[src/rtl/pwm_led_decoder.sv]
// pwm_led_decoder: receive side of the 3-channel accumulator-carry PWM LED drive.
// Counts carry pulses per channel over windows of 2**WIDTH accepted samples and
// recovers the intensity code that produced each stream.
// Optional feature: define PWM_LED_DEC_CHANGE_EN to add the 'changed' output,
// which flags level updates that differ from the previous window.
//
// Handshake: sample_en is a plain strobe with no back-pressure; one synchronized
// sample is accepted on every clk where sample_en=1 (and clear=0). level_valid is
// a one-cycle pulse; levels are stable whenever level_valid is high and are held
// until the next update.
module pwm_led_decoder #(
  parameter int WIDTH       = 4,
  parameter int SYNC_STAGES = 2
) (
  input  logic             clk,
  input  logic             reset,
  input  logic             sample_en,
  input  logic             clear,
  input  logic [2:0]       pdm_in,
  output logic [WIDTH-1:0] level_b,
  output logic [WIDTH-1:0] level_g,
  output logic [WIDTH-1:0] level_r,
  output logic             level_valid,
  output logic             sat_err,
`ifdef PWM_LED_DEC_CHANGE_EN
  output logic             changed,
`endif
  output logic             fsm_state
);

  localparam logic FLUSH   = 1'b0;
  localparam logic MEASURE = 1'b1;
  localparam int   FW      = $clog2(SYNC_STAGES + 1);

  logic             state;
  logic [FW-1:0]    flush_cnt;
  logic [2:0]       sync_q [SYNC_STAGES];
  logic [2:0]       synced;
  logic [WIDTH-1:0] win_cnt;
  logic [WIDTH:0]   ones_cnt  [3];
  logic [WIDTH:0]   ones_next [3];
  logic [WIDTH-1:0] sat_lvl   [3];
  logic [WIDTH-1:0] level_q   [3];
  logic             any_sat;
  logic             accept;
  logic             final_sample;

  assign synced       = sync_q[SYNC_STAGES-1];
  assign accept       = (state == MEASURE) && sample_en && !clear;
  assign final_sample = accept && (win_cnt == '1);
  assign fsm_state    = state;
  assign level_b      = level_q[0];
  assign level_g      = level_q[1];
  assign level_r      = level_q[2];

  // Next ones count including the current sample, and its saturated level value.
  always_comb begin
    any_sat = 1'b0;
    for (int c = 0; c < 3; c++) begin
      ones_next[c] = ones_cnt[c] + (WIDTH+1)'(synced[c]);
      sat_lvl[c]   = ones_next[c][WIDTH] ? '1 : ones_next[c][WIDTH-1:0];
      if (ones_next[c][WIDTH]) any_sat = 1'b1;
    end
  end

  // Input synchronizer, free-running regardless of sample_en.
  always_ff @(posedge clk or negedge reset) begin
    if (!reset) begin
      for (int i = 0; i < SYNC_STAGES; i++) sync_q[i] <= '0;
    end else begin
      sync_q[0] <= pdm_in;
      for (int i = 1; i < SYNC_STAGES; i++) sync_q[i] <= sync_q[i-1];
    end
  end

  // FSM: discard SYNC_STAGES strobes after reset so stale synchronizer data never counts.
  always_ff @(posedge clk or negedge reset) begin
    if (!reset) begin
      state     <= FLUSH;
      flush_cnt <= '0;
    end else if (state == FLUSH && sample_en) begin
      if (flush_cnt == FW'(SYNC_STAGES - 1)) begin
        state     <= MEASURE;
        flush_cnt <= '0;
      end else begin
        flush_cnt <= flush_cnt + 1'b1;
      end
    end
  end

  // Window and ones counters; restart on window wrap so no sample is lost.
  always_ff @(posedge clk or negedge reset) begin
    if (!reset) begin
      win_cnt <= '0;
      for (int c = 0; c < 3; c++) ones_cnt[c] <= '0;
    end else if (clear) begin
      win_cnt <= '0;
      for (int c = 0; c < 3; c++) ones_cnt[c] <= '0;
    end else if (accept) begin
      win_cnt <= win_cnt + 1'b1;
      for (int c = 0; c < 3; c++) ones_cnt[c] <= final_sample ? '0 : ones_next[c];
    end
  end

  // Level capture, registered valid pulse and sticky saturation flag.
  always_ff @(posedge clk or negedge reset) begin
    if (!reset) begin
      level_valid <= 1'b0;
      sat_err     <= 1'b0;
      for (int c = 0; c < 3; c++) level_q[c] <= '0;
    end else begin
      level_valid <= final_sample;
      if (final_sample) begin
        for (int c = 0; c < 3; c++) level_q[c] <= sat_lvl[c];
        if (any_sat) sat_err <= 1'b1;
      end
    end
  end

`ifdef PWM_LED_DEC_CHANGE_EN
  logic [WIDTH-1:0] prev_q [3];

  // Remember the levels being replaced so the valid cycle can compare old vs new.
  always_ff @(posedge clk or negedge reset) begin
    if (!reset) begin
      for (int c = 0; c < 3; c++) prev_q[c] <= '0;
    end else if (final_sample) begin
      for (int c = 0; c < 3; c++) prev_q[c] <= level_q[c];
    end
  end

  assign changed = level_valid &&
                   ((level_q[0] != prev_q[0]) || (level_q[1] != prev_q[1]) ||
                    (level_q[2] != prev_q[2]));
`endif

endmodule

[config.mk]
export PLATFORM = sky130hd
export DESIGN_NAME = pwm_led_decoder
export DESIGN_NICKNAME = d
export VERILOG_FILES = /design/src/rtl/pwm_led_decoder.sv
export SDC_FILE = /design/constraint.sdc
export NUM_CORES = 1
export LEC_CHECK = 0
export BUFFER_PORTS_ARGS = -buffer_cell sky130_fd_sc_hd__buf_4
export CAP_MARGIN = 0
export CORE_MARGIN = 8
export CORE_UTILIZATION = 29
export DETAILED_ROUTE_END_ITERATION = 10
export HOLD_SLACK_MARGIN = 0.15
export PLACE_DENSITY = 0.53
export SYNTH_ARGS = -nofsm -noshare
export SYNTH_HDL_FRONTEND = slang
export SYNTH_SLANG_ARGS = --single-unit
[constraint.sdc]
create_clock -name clk -period 2.4 [get_ports clk]
set_input_delay 0.48 -clock clk [delete_from_list [all_inputs] [get_ports clk]]
set_output_delay 0.48 -clock clk [all_outputs]
set_load 0.005 [all_outputs]
==> impl_results.html, run 1 <==
<table>
<tr><th>Metric</th><th>Value</th></tr>
<tr><th colspan="2">Finish</th></tr>
<tr><td>Final instance area</td><td>2150 um2</td></tr>
<tr><td># diodes</td><td>0</td></tr>
<tr><td>Core utilization of the finished layout</td><td>34.2%</td></tr>
<tr><td>Count of placed standard cells in the final layout, fillers left out</td><td>260</td></tr>
<tr><td>Nets</td><td>197</td></tr>
<tr><td>Fraction of final layout cells sized beyond drive strength 1</td><td>17.5%</td></tr>
<tr><td>Area growth from synthesis to layout</td><td>15.1%</td></tr>
<tr><td>Number of filler instances in the final layout</td><td>620</td></tr>
<tr><th colspan="2">Timing</th></tr>
<tr><td>Slew of the pin with the lowest slew margin</td><td>0.563 ns</td></tr>
<tr><td>Setup Total Neg Slack</td><td>0 ns</td></tr>
<tr><td>Count of final hold-check violations</td><td>0</td></tr>
<tr><td>Slew headroom</td><td>62.4%</td></tr>
<tr><td>Highest attainable clock frequency</td><td>0.582 GHz</td></tr>
<tr><td>Smallest setup slack after layout</td><td>0.683 ns</td></tr>
<tr><td>Number of pins exceeding their max-slew limit in the final report</td><td>0</td></tr>
<tr><td>Final Hold Slack</td><td>0.174 ns</td></tr>
<tr><td>Final setup vio count</td><td>0</td></tr>
<tr><td>Setup repair after global routing missed its margin</td><td>no</td></tr>
<tr><td>Final critical-path required period</td><td>1.72 ns</td></tr>
<tr><td>Worst clock skew on the final layout</td><td>0.00939 ns</td></tr>
<tr><td>Share of the clock period used by the worst path</td><td>71.5%</td></tr>
<tr><th colspan="2">Global route</th></tr>
<tr><td>Vias in the first global route</td><td>1,273</td></tr>
<tr><td>Initial antenna violation count</td><td>0</td></tr>
<tr><td>Wire length of the first global-routing pass</td><td>6410 um</td></tr>
<tr><td>Pin count of the biggest net entering global routing</td><td>43</td></tr>
<tr><td>Global-route usage over all layers</td><td>9.05%</td></tr>
<tr><td>Grt total ovfl</td><td>0</td></tr>
<tr><th colspan="2">Synthesis</th></tr>
<tr><td>Most used standard cells in the synthesized netlist</td><td>sky130_fd_sc_hd__dfrtp_1, sky130_fd_sc_hd__nand3_1, sky130_fd_sc_hd__a21oi_1, sky130_fd_sc_hd__a31oi_1, sky130_fd_sc_hd__nand2_1</td></tr>
<tr><td>Leading area contributor after synthesis</td><td>sky130_fd_sc_hd__dfrtp_1</td></tr>
<tr><td>Number of warnings printed during yosys synthesis</td><td>0</td></tr>
<tr><td>Syn_nets</td><td>177</td></tr>
<tr><td>Combined area of all synthesized cells</td><td>1870 um2</td></tr>
<tr><td>Post-synthesis register bit count</td><td>42</td></tr>
<tr><td>Most common flop cell mapped by yosys</td><td>sky130_fd_sc_hd__dfrtp_1</td></tr>
<tr><td>Post-synthesis instance total</td><td>163</td></tr>
<tr><td>Cell types occupying the most area after synthesis</td><td>sky130_fd_sc_hd__dfrtp_1, sky130_fd_sc_hd__ha_1, sky130_fd_sc_hd__a22o_1, sky130_fd_sc_hd__xor2_1, sky130_fd_sc_hd__a31oi_1</td></tr>
<tr><td>Number of synthesized flops with an enable pin</td><td>0</td></tr>
<tr><td>Post-synthesis sequential area ratio</td><td>56.3%</td></tr>
<tr><td>Most frequently used cell type in the post-synthesis netlist</td><td>sky130_fd_sc_hd__dfrtp_1</td></tr>
<tr><td>Share of the synthesized area in the top cell type</td><td>56.3%</td></tr>
<tr><td>Share of flip-flops with an asynchronous set or reset after synthesis</td><td>100%</td></tr>
<tr><td>Number of different library cells in the post-synthesis netlist</td><td>33</td></tr>
<tr><td>Per-instance average area after synthesis</td><td>11.4 um2</td></tr>
<tr><th colspan="2">Place</th></tr>
<tr><td>DP Area</td><td>2070 um2</td></tr>
<tr><td>HPWL Detailed</td><td>2580 um</td></tr>
<tr><td>Cell total after placement</td><td>253</td></tr>
<tr><td>Number of input and output port buffers inserted</td><td>21</td></tr>
<tr><td>Pre-CTS setup slack</td><td>0.637 ns</td></tr>
<tr><td>Final RePlAce weighted congestion</td><td>0.722</td></tr>
<tr><th colspan="2">Routing</th></tr>
<tr><td>Total number of vias</td><td>1,259</td></tr>
<tr><td>Final ANT Viol Nets</td><td>0</td></tr>
<tr><td>Total detailed-routing wirelength</td><td>3700 um</td></tr>
<tr><td>Ratio of routed vias to standard cells</td><td>4.84</td></tr>
<tr><td>Pre-Repair DR Iteration Count</td><td>4</td></tr>
<tr><td>Number of remaining DRC errors</td><td>0</td></tr>
<tr><td>Initial detailed-routing violation count</td><td>84</td></tr>
<tr><td>Avg WL per Cell</td><td>14.2 um</td></tr>
<tr><th colspan="2">Clocking</th></tr>
<tr><td>Number of buffers added for setup after CTS</td><td>0</td></tr>
<tr><td>Clock latency at the later pin of the worst-skew pair</td><td>0.29 ns</td></tr>
<tr><td>Buffer levels on the longest clock path</td><td>2</td></tr>
<tr><td>Total of hold buffers inserted after clock tree synthesis</td><td>0</td></tr>
<tr><td>Clock tree from TritonCTS</td><td>built</td></tr>
<tr><td>Clock root buffer master</td><td>sky130_fd_sc_hd__clkbuf_8</td></tr>
<tr><td>Num CTS Buffers</td><td>5</td></tr>
<tr><td>Register clock-pin slew on the reported worst setup and hold paths</td><td>0.07 ns</td></tr>
<tr><td>Maximum level of the CTS H-tree</td><td>2</td></tr>
<tr><td>Number of gates resized after cts</td><td>0</td></tr>
<tr><td>Clock sinks</td><td>42</td></tr>
<tr><th colspan="2">Setup path</th></tr>
<tr><td>Worst Reg-to-Reg Cells</td><td>5</td></tr>
<tr><td>Cells along the critical path</td><td>ha_1, ha_1, nand3_1, xor2_1, a41oi_1</td></tr>
<tr><td>Top cell family by delay on the critical path</td><td>adder cells</td></tr>
<tr><td>Internal reg-to-reg setup slack</td><td>0.68 ns</td></tr>
<tr><td>Critical path startpoint category</td><td>flop</td></tr>
<tr><td>Required time of the worst setup path</td><td>2.54 ns</td></tr>
<tr><td>Number of logic stages on the critical path including buffering</td><td>5</td></tr>
<tr><td>Cell with the biggest individual delay on the critical path</td><td>sky130_fd_sc_hd__xor2_1</td></tr>
<tr><td>Launch instance of the worst register-to-register path</td><td>ones_cnt[5]</td></tr>
<tr><td>CP max FO</td><td>6</td></tr>
<tr><td>Sum of buffers and inverters on the critical path</td><td>0</td></tr>
<tr><td>Reg-to-reg endpoint</td><td>sat_err</td></tr>
<tr><td>Endpoint class of the critical path</td><td>flop</td></tr>
<tr><td>Signal arrival time at the worst endpoint</td><td>1.86 ns</td></tr>
<tr><td>Class of the most critical setup path</td><td>reg -&gt; reg</td></tr>
<tr><td>Crit path top cell by count</td><td>sky130_fd_sc_hd__ha_1</td></tr>
<tr><td>Slowest cell delay on critical path</td><td>0.45 ns</td></tr>
<tr><th colspan="2">Hold path</th></tr>
<tr><td>Type of the worst min-delay path</td><td>in -&gt; async</td></tr>
<tr><th colspan="2">Floorplanning</th></tr>
<tr><td>Area of the core</td><td>6280 um2</td></tr>
<tr><td>I/O pin count</td><td>22</td></tr>
<tr><td>Starting density of the core</td><td>29.7%</td></tr>
<tr><td>Die Ht</td><td>96.2 um</td></tr>
<tr><td>Total die area</td><td>9260 um2</td></tr>
<tr><td>DIE WIDTH</td><td>96.2 um</td></tr>
<tr><td>Number of placement rows</td><td>29</td></tr>
<tr><th colspan="2">Power and ir drop</th></tr>
<tr><td>Part of the power in combinational logic</td><td>6.8%</td></tr>
<tr><td>Total power consumption of the routed design</td><td>1.25 mW</td></tr>
<tr><td>Net switching power of the design</td><td>0.284 mW</td></tr>
<tr><td>Total power divided by cell area</td><td>582 nW/um2</td></tr>
<tr><td>Static power due to leakage</td><td>0.978 nW</td></tr>
<tr><td>Internal power</td><td>0.967 mW</td></tr>
<tr><td>Largest vdd supply drop</td><td>192 uV</td></tr>
<tr><td>Sequential share of power</td><td>59.7%</td></tr>
<tr><td>Net switching fraction of the power</td><td>22.7%</td></tr>
<tr><td>Clk pwr share</td><td>33.5%</td></tr>
<tr><th colspan="2">Run</th></tr>
<tr><td>Max Cap Viol</td><td>0</td></tr>
<tr><th colspan="2">Run status</th></tr>
<tr><td>Outcome</td><td>finished, final reports clean</td></tr>
</table>
how the worst max path moves through the flow:
stage,endpoint,start
5_1_grt,sat_err,ones_cnt[5]
3_3_place_gp,level_r[0],clear
4_1_cts,sat_err,ones_cnt[5]
2_1_floorplan,sat_err,ones_cnt[0]
6_report,sat_err,ones_cnt[5]
3_5_place_dp,level_r[0],clear
cells by family after synthesis:
group	count (synthesis)	share of synthesized area [%]
xor gates and xnor gates	12	5.63
adders and majority gates	7	4.69
muxes	3	1.61
DFF	42	56.3
buffers and inverters	14	4.02
and+or+nand+nor	40	11.1
AOI/OAI and AO/OA	45	16.6
power groups by stage:
stage	clock network (mW)	registers (mW)	logic, mW
finish	0.418	0.747	0.0851
global placement	0	0.760	0.0877
global route	0.476	0.749	0.0970
detailed placement	0	0.760	0.0877
CTS	0.443	0.746	0.0878
floorplan	0	0.757	0.0552
cell type report:
| class | instances | area (um2) | share of cell area (%) |
|---|---|---|---|
| Sequential cell | 42 | 1050 | 49.0 |
| Timing Repair Buffer | 22 | 165 | 7.69 |
| Clock buffer | 7 | 76.3 | 3.55 |
| Tap cell | 77 | 96.3 | 4.49 |
| Multi-Input combinational cell | 107 | 739 | 34.4 |
| Inverter | 5 | 18.8 | 0.874 |
placed cells by master (no fill, tap or decap), types with 3 or more instances in the layout:
cell / n
sky130_fd_sc_hd__dfrtp_1: 42
sky130_fd_sc_hd__buf_4: 22
sky130_fd_sc_hd__nand3_1: 12
sky130_fd_sc_hd__a21oi_1: 10
sky130_fd_sc_hd__a31oi_1: 10
sky130_fd_sc_hd__nand2_1: 9
sky130_fd_sc_hd__xor2_1: 8
sky130_fd_sc_hd__a22o_1: 8
sky130_fd_sc_hd__ha_1: 7
sky130_fd_sc_hd__inv_1: 5
sky130_fd_sc_hd__nor2_1: 5
sky130_fd_sc_hd__o21ai_0: 5
sky130_fd_sc_hd__nor3_1: 5
sky130_fd_sc_hd__a2bb2oi_1: 5
sky130_fd_sc_hd__clkbuf_8: 5
sky130_fd_sc_hd__xnor2_1: 4
sky130_fd_sc_hd__a31o_1: 3
sky130_fd_sc_hd__mux2i_1: 3
sequential cells by signal, indices dropped and copies added (netlist names):
| register | cells |
|---|---|
| level_r | 4 |
| sat_err | 1 |
| sync_q | 3 |
| fsm_state | 1 |
| level_g | 4 |
| win_cnt | 4 |
| synced | 3 |
| flush_cnt | 2 |
| level_valid | 1 |
| level_b | 4 |
| ones_cnt | 15 |
layer usage:
metal / global-route usage (%) / vias to the layer above / part of all wire (%)
met4: 4.23 / 0 / 1.4
met3: 3.28 / 5 / 6.7
met2: 12.4 / 30 / 41
met5: 0 / - / 0
met1: 12.3 / 599 / 51
li1: - / 625 / -
Power figures use the tool's default switching activity.
==> inputs of run 2 (changes only) <==
ABC_AREA = 1   (was unset)
PLACE_DENSITY = 0.54   (was 0.53)
clock period = 1.6 ns   (was 2.4 ns; I/O delays follow)
==> impl_results.html, run 2 <==
<table>
<tr><th>Metric</th><th>Value</th></tr>
<tr><th colspan="2">Clocking</th></tr>
<tr><td>Maximum level of the CTS H-tree</td><td>2</td></tr>
<tr><td>Register clock-pin slew on the reported worst setup and hold paths</td><td>0.07 ns</td></tr>
<tr><td>Num CTS Buffers</td><td>5</td></tr>
<tr><td>Clock tree from TritonCTS</td><td>built</td></tr>
<tr><td>Clock root buffer master</td><td>sky130_fd_sc_hd__clkbuf_8</td></tr>
<tr><td>Buffer levels on the longest clock path</td><td>2</td></tr>
<tr><td>Clock sinks</td><td>42</td></tr>
<tr><td>Clock latency at the later pin of the worst-skew pair</td><td>0.29 ns</td></tr>
<tr><td>Number of buffers added for setup after CTS</td><td>0</td></tr>
<tr><th colspan="2">Synthesis</th></tr>
<tr><td>Cell types occupying the most area after synthesis</td><td>sky130_fd_sc_hd__dfrtp_1, sky130_fd_sc_hd__nand3_1, sky130_fd_sc_hd__nand2_1, sky130_fd_sc_hd__ha_1, sky130_fd_sc_hd__nor2_1</td></tr>
<tr><td>Most common flop cell mapped by yosys</td><td>sky130_fd_sc_hd__dfrtp_1</td></tr>
<tr><td>Post-synthesis instance total</td><td>181</td></tr>
<tr><td>Post-synthesis register bit count</td><td>42</td></tr>
<tr><td>Number of warnings printed during yosys synthesis</td><td>0</td></tr>
<tr><td>Number of different library cells in the post-synthesis netlist</td><td>22</td></tr>
<tr><td>Most used standard cells in the synthesized netlist</td><td>sky130_fd_sc_hd__dfrtp_1, sky130_fd_sc_hd__nand3_1, sky130_fd_sc_hd__nand2_1, sky130_fd_sc_hd__nor2_1, sky130_fd_sc_hd__inv_1</td></tr>
<tr><td>Share of the synthesized area in the top cell type</td><td>58.0%</td></tr>
<tr><td>Share of flip-flops with an asynchronous set or reset after synthesis</td><td>100%</td></tr>
<tr><td>Most frequently used cell type in the post-synthesis netlist</td><td>sky130_fd_sc_hd__dfrtp_1</td></tr>
<tr><td>Per-instance average area after synthesis</td><td>10.0 um2</td></tr>
<tr><td>Leading area contributor after synthesis</td><td>sky130_fd_sc_hd__dfrtp_1</td></tr>
<tr><td>Number of synthesized flops with an enable pin</td><td>0</td></tr>
<tr><td>Combined area of all synthesized cells</td><td>1810 um2</td></tr>
<tr><td>Post-synthesis sequential area ratio</td><td>58.0%</td></tr>
<tr><td>Syn_nets</td><td>195</td></tr>
<tr><th colspan="2">Setup path</th></tr>
<tr><td>Reg-to-reg endpoint</td><td>level_r[1]</td></tr>
<tr><td>Sum of buffers and inverters on the critical path</td><td>0</td></tr>
<tr><td>Required time of the worst setup path</td><td>1.76 ns</td></tr>
<tr><td>Signal arrival time at the worst endpoint</td><td>1.63 ns</td></tr>
<tr><td>Capture point of the critical path</td><td>level_r[1]</td></tr>
<tr><td>Startpoint of the most critical setup path</td><td>ones_cnt[0]</td></tr>
<tr><td>Critical path startpoint category</td><td>flop</td></tr>
<tr><td>Launch instance of the worst register-to-register path</td><td>ones_cnt[0]</td></tr>
<tr><td>Number of logic stages on the critical path including buffering</td><td>6</td></tr>
<tr><td>Top cell family by delay on the critical path</td><td>adder cells</td></tr>
<tr><td>Class of the most critical setup path</td><td>reg -&gt; reg</td></tr>
<tr><td>Endpoint class of the critical path</td><td>flop</td></tr>
<tr><td>Slowest cell delay on critical path</td><td>0.38 ns</td></tr>
<tr><td>Crit path top cell by count</td><td>sky130_fd_sc_hd__ha_1</td></tr>
<tr><td>Cells along the critical path</td><td>ha_1, ha_1, nand3_1, nand2_1, a21oi_2, a21oi_1</td></tr>
<tr><td>Cell with the biggest individual delay on the critical path</td><td>sky130_fd_sc_hd__dfrtp_1</td></tr>
<tr><td>Internal reg-to-reg setup slack</td><td>0.13 ns</td></tr>
<tr><td>CP max FO</td><td>4</td></tr>
<tr><td>Worst Reg-to-Reg Cells</td><td>6</td></tr>
<tr><th colspan="2">Routing</th></tr>
<tr><td>Total detailed-routing wirelength</td><td>3750 um</td></tr>
<tr><td>Ratio of routed vias to standard cells</td><td>4.66</td></tr>
<tr><td>Number of remaining DRC errors</td><td>0</td></tr>
<tr><td>Final ANT Viol Nets</td><td>0</td></tr>
<tr><td>Initial detailed-routing violation count</td><td>60</td></tr>
<tr><td>Avg WL per Cell</td><td>12.8 um</td></tr>
<tr><td>Pre-Repair DR Iteration Count</td><td>4</td></tr>
<tr><td>Total number of vias</td><td>1,366</td></tr>
<tr><th colspan="2">Finish</th></tr>
<tr><td>Reg area</td><td>1050 um2</td></tr>
<tr><td>Most used cells in the layout excluding fill and tap cells</td><td>sky130_fd_sc_hd__dfrtp_1, sky130_fd_sc_hd__nand3_1, sky130_fd_sc_hd__nand2_1, sky130_fd_sc_hd__buf_4, sky130_fd_sc_hd__nor2_1</td></tr>
<tr><td># diodes</td><td>0</td></tr>
<tr><td>Fraction of final layout cells sized beyond drive strength 1</td><td>19.9%</td></tr>
<tr><td>Nets</td><td>229</td></tr>
<tr><td>Largest Register</td><td>ones_cnt</td></tr>
<tr><td>Area growth from synthesis to layout</td><td>22.7%</td></tr>
<tr><td>Number of filler instances in the final layout</td><td>643</td></tr>
<tr><td>Flip-flop count of the largest register, all copies and words added</td><td>15</td></tr>
<tr><td>Area used by multi-input combinational logic</td><td>689 um2</td></tr>
<tr><td>Count of placed standard cells in the final layout, fillers left out</td><td>293</td></tr>
<tr><td>Most frequent standard cell in the layout excluding fill and tap cells</td><td>sky130_fd_sc_hd__dfrtp_1</td></tr>
<tr><th colspan="2">Timing</th></tr>
<tr><td>Setup repair after global routing missed its margin</td><td>no</td></tr>
<tr><td>Slew headroom</td><td>64.6%</td></tr>
<tr><td>Highest attainable clock frequency</td><td>0.681 GHz</td></tr>
<tr><td>Final setup vio count</td><td>0</td></tr>
<tr><td>Share of the clock period used by the worst path</td><td>91.8%</td></tr>
<tr><td>Final critical-path required period</td><td>1.47 ns</td></tr>
<tr><td>Worst clock skew on the final layout</td><td>0.00131 ns</td></tr>
<tr><td>Number of pins exceeding their max-slew limit in the final report</td><td>0</td></tr>
<tr><td>Count of final hold-check violations</td><td>0</td></tr>
<tr><td>Slew of the pin with the lowest slew margin</td><td>0.532 ns</td></tr>
<tr><td>Setup Total Neg Slack</td><td>0 ns</td></tr>
<tr><th colspan="2">Hold path</th></tr>
<tr><td>Type of the worst min-delay path</td><td>in -&gt; reg</td></tr>
<tr><th colspan="2">Floorplanning</th></tr>
<tr><td>Starting density of the core</td><td>29.2%</td></tr>
<tr><td>Total die area</td><td>9030 um2</td></tr>
<tr><td>Die Ht</td><td>95.0 um</td></tr>
<tr><td>DIE WIDTH</td><td>95.0 um</td></tr>
<tr><td>Number of placement rows</td><td>29</td></tr>
<tr><td>I/O pin count</td><td>22</td></tr>
<tr><td>Area of the core</td><td>6200 um2</td></tr>
<tr><th colspan="2">Power and ir drop</th></tr>
<tr><td>Total power divided by cell area</td><td>886 nW/um2</td></tr>
<tr><td>Static power due to leakage</td><td>1.13 nW</td></tr>
<tr><td>Largest vdd supply drop</td><td>431 uV</td></tr>
<tr><th colspan="2">Place</th></tr>
<tr><td>Cell total after placement</td><td>281</td></tr>
<tr><td>Final RePlAce weighted congestion</td><td>0.723</td></tr>
<tr><td>Number of input and output port buffers inserted</td><td>21</td></tr>
<tr><td>HPWL Detailed</td><td>2680 um</td></tr>
<tr><th colspan="2">Global route</th></tr>
<tr><td>Grt total ovfl</td><td>0</td></tr>
<tr><td>Global-route usage over all layers</td><td>9.28%</td></tr>
<tr><td>Wire length of the first global-routing pass</td><td>6530 um</td></tr>
<tr><td>Initial antenna violation count</td><td>0</td></tr>
<tr><td>Vias in the first global route</td><td>1,414</td></tr>
<tr><td>Pin count of the biggest net entering global routing</td><td>43</td></tr>
<tr><th colspan="2">Run</th></tr>
<tr><td>Max Cap Viol</td><td>0</td></tr>
<tr><th colspan="2">Run status</th></tr>
<tr><td>Outcome</td><td>finished, final reports clean</td></tr>
</table>
[run 2: changes by cell type after synthesis, sizes merged, moves of 7 or more]
cell | previous run | this run
inv | 5 | 12
nand3 | 13 | 28
nor2 | 6 | 19
a22o | 8 | 0
a31oi | 10 | 0
nand2 | 9 | 29
[run 2: worst min path at each step]
stage	depth (start not counted)	slack (ns)	to	from
finish	2	0.27	win_cnt[2]	clear
global route	2	0.27	win_cnt[2]	clear
CTS	2	0.25	win_cnt[2]	clear
detailed placement	0	0.34	synced[2]	sync_q[5]
global placement	0	0.33	synced[2]	sync_q[5]
floorplan	0	0.02	flush_cnt[0]	reset
[run 2: where the power goes]
group	leakage [nW]	total, mW	switching, mW	internal (mW)
clock network	0.0482	0.691	0.343	0.348
logic	0.519	0.151	0.0884	0.0623
registers	0.558	1.13	0.0297	1.10
total	1.13	1.97	0.461	1.51
[run 2: cell families (layout without fill, tap and decap cells)]
group                    after synthesis  count (layout)  synth area share (%)
buffers and inverters                 17              52                  4.07
AO/OA/AOI/OAI                         28              28                  8.91
AND/OR/NAND/NOR                       80              80                  20.8
XOR/XNOR                               7               7                  3.38
flip-flops                            42              42                  58.0
adder cells (fa/ha/maj)                7               7                  4.83
[run 2: routing by layer]
metal / share of wire (%) / GRT usage [%] / vias up / wire length, um
met1: 47 / 11.7 / 656 / 1770
met3: 4.4 / 3.15 / 5 / 166
met5: 0 / 0 / - / 0
met2: 47 / 14.5 / 25 / 1770
li1: - / - / 680 / -
met4: 1.3 / 3.12 / 0 / 47
[run 2: cell type report]
cell class | count | share of cell area [%]
clock buffers | 7 | 3.89
clock inverters | 1 | 0.225
inverters | 13 | 2.31
multi-input cells | 122 | 31.0
flip-flops and latches | 42 | 47.3
well taps | 77 | 4.34
repair buffers | 31 | 10.9
[run 2: stage by stage]
stage          utilization [%]  hold slack, ns  cell area (um2)  setup WS (ns)  power, mW
2_1_floorplan                -          0.0244             1810          0.268       1.22
3_3_place_gp              33.6           0.334             2090          0.102       1.29
3_5_place_dp              33.6           0.336             2090         0.0974       1.30
4_1_cts                   35.8           0.253             2220         0.0694       2.02
5_1_grt                   35.8           0.274             2220         0.0142       2.07
6_report                  35.8           0.272             2220          0.132       1.97
[run 2: repair_timing]
| item | 4_1_cts | 5_1_grt |
|---|---|---|
| setup endpoints to repair | 0 | 6 |
| hold buffers | 4 | 0 |
| hold endpoints to repair | 45 | 0 |
| gates resized for setup | 0 | 3 |
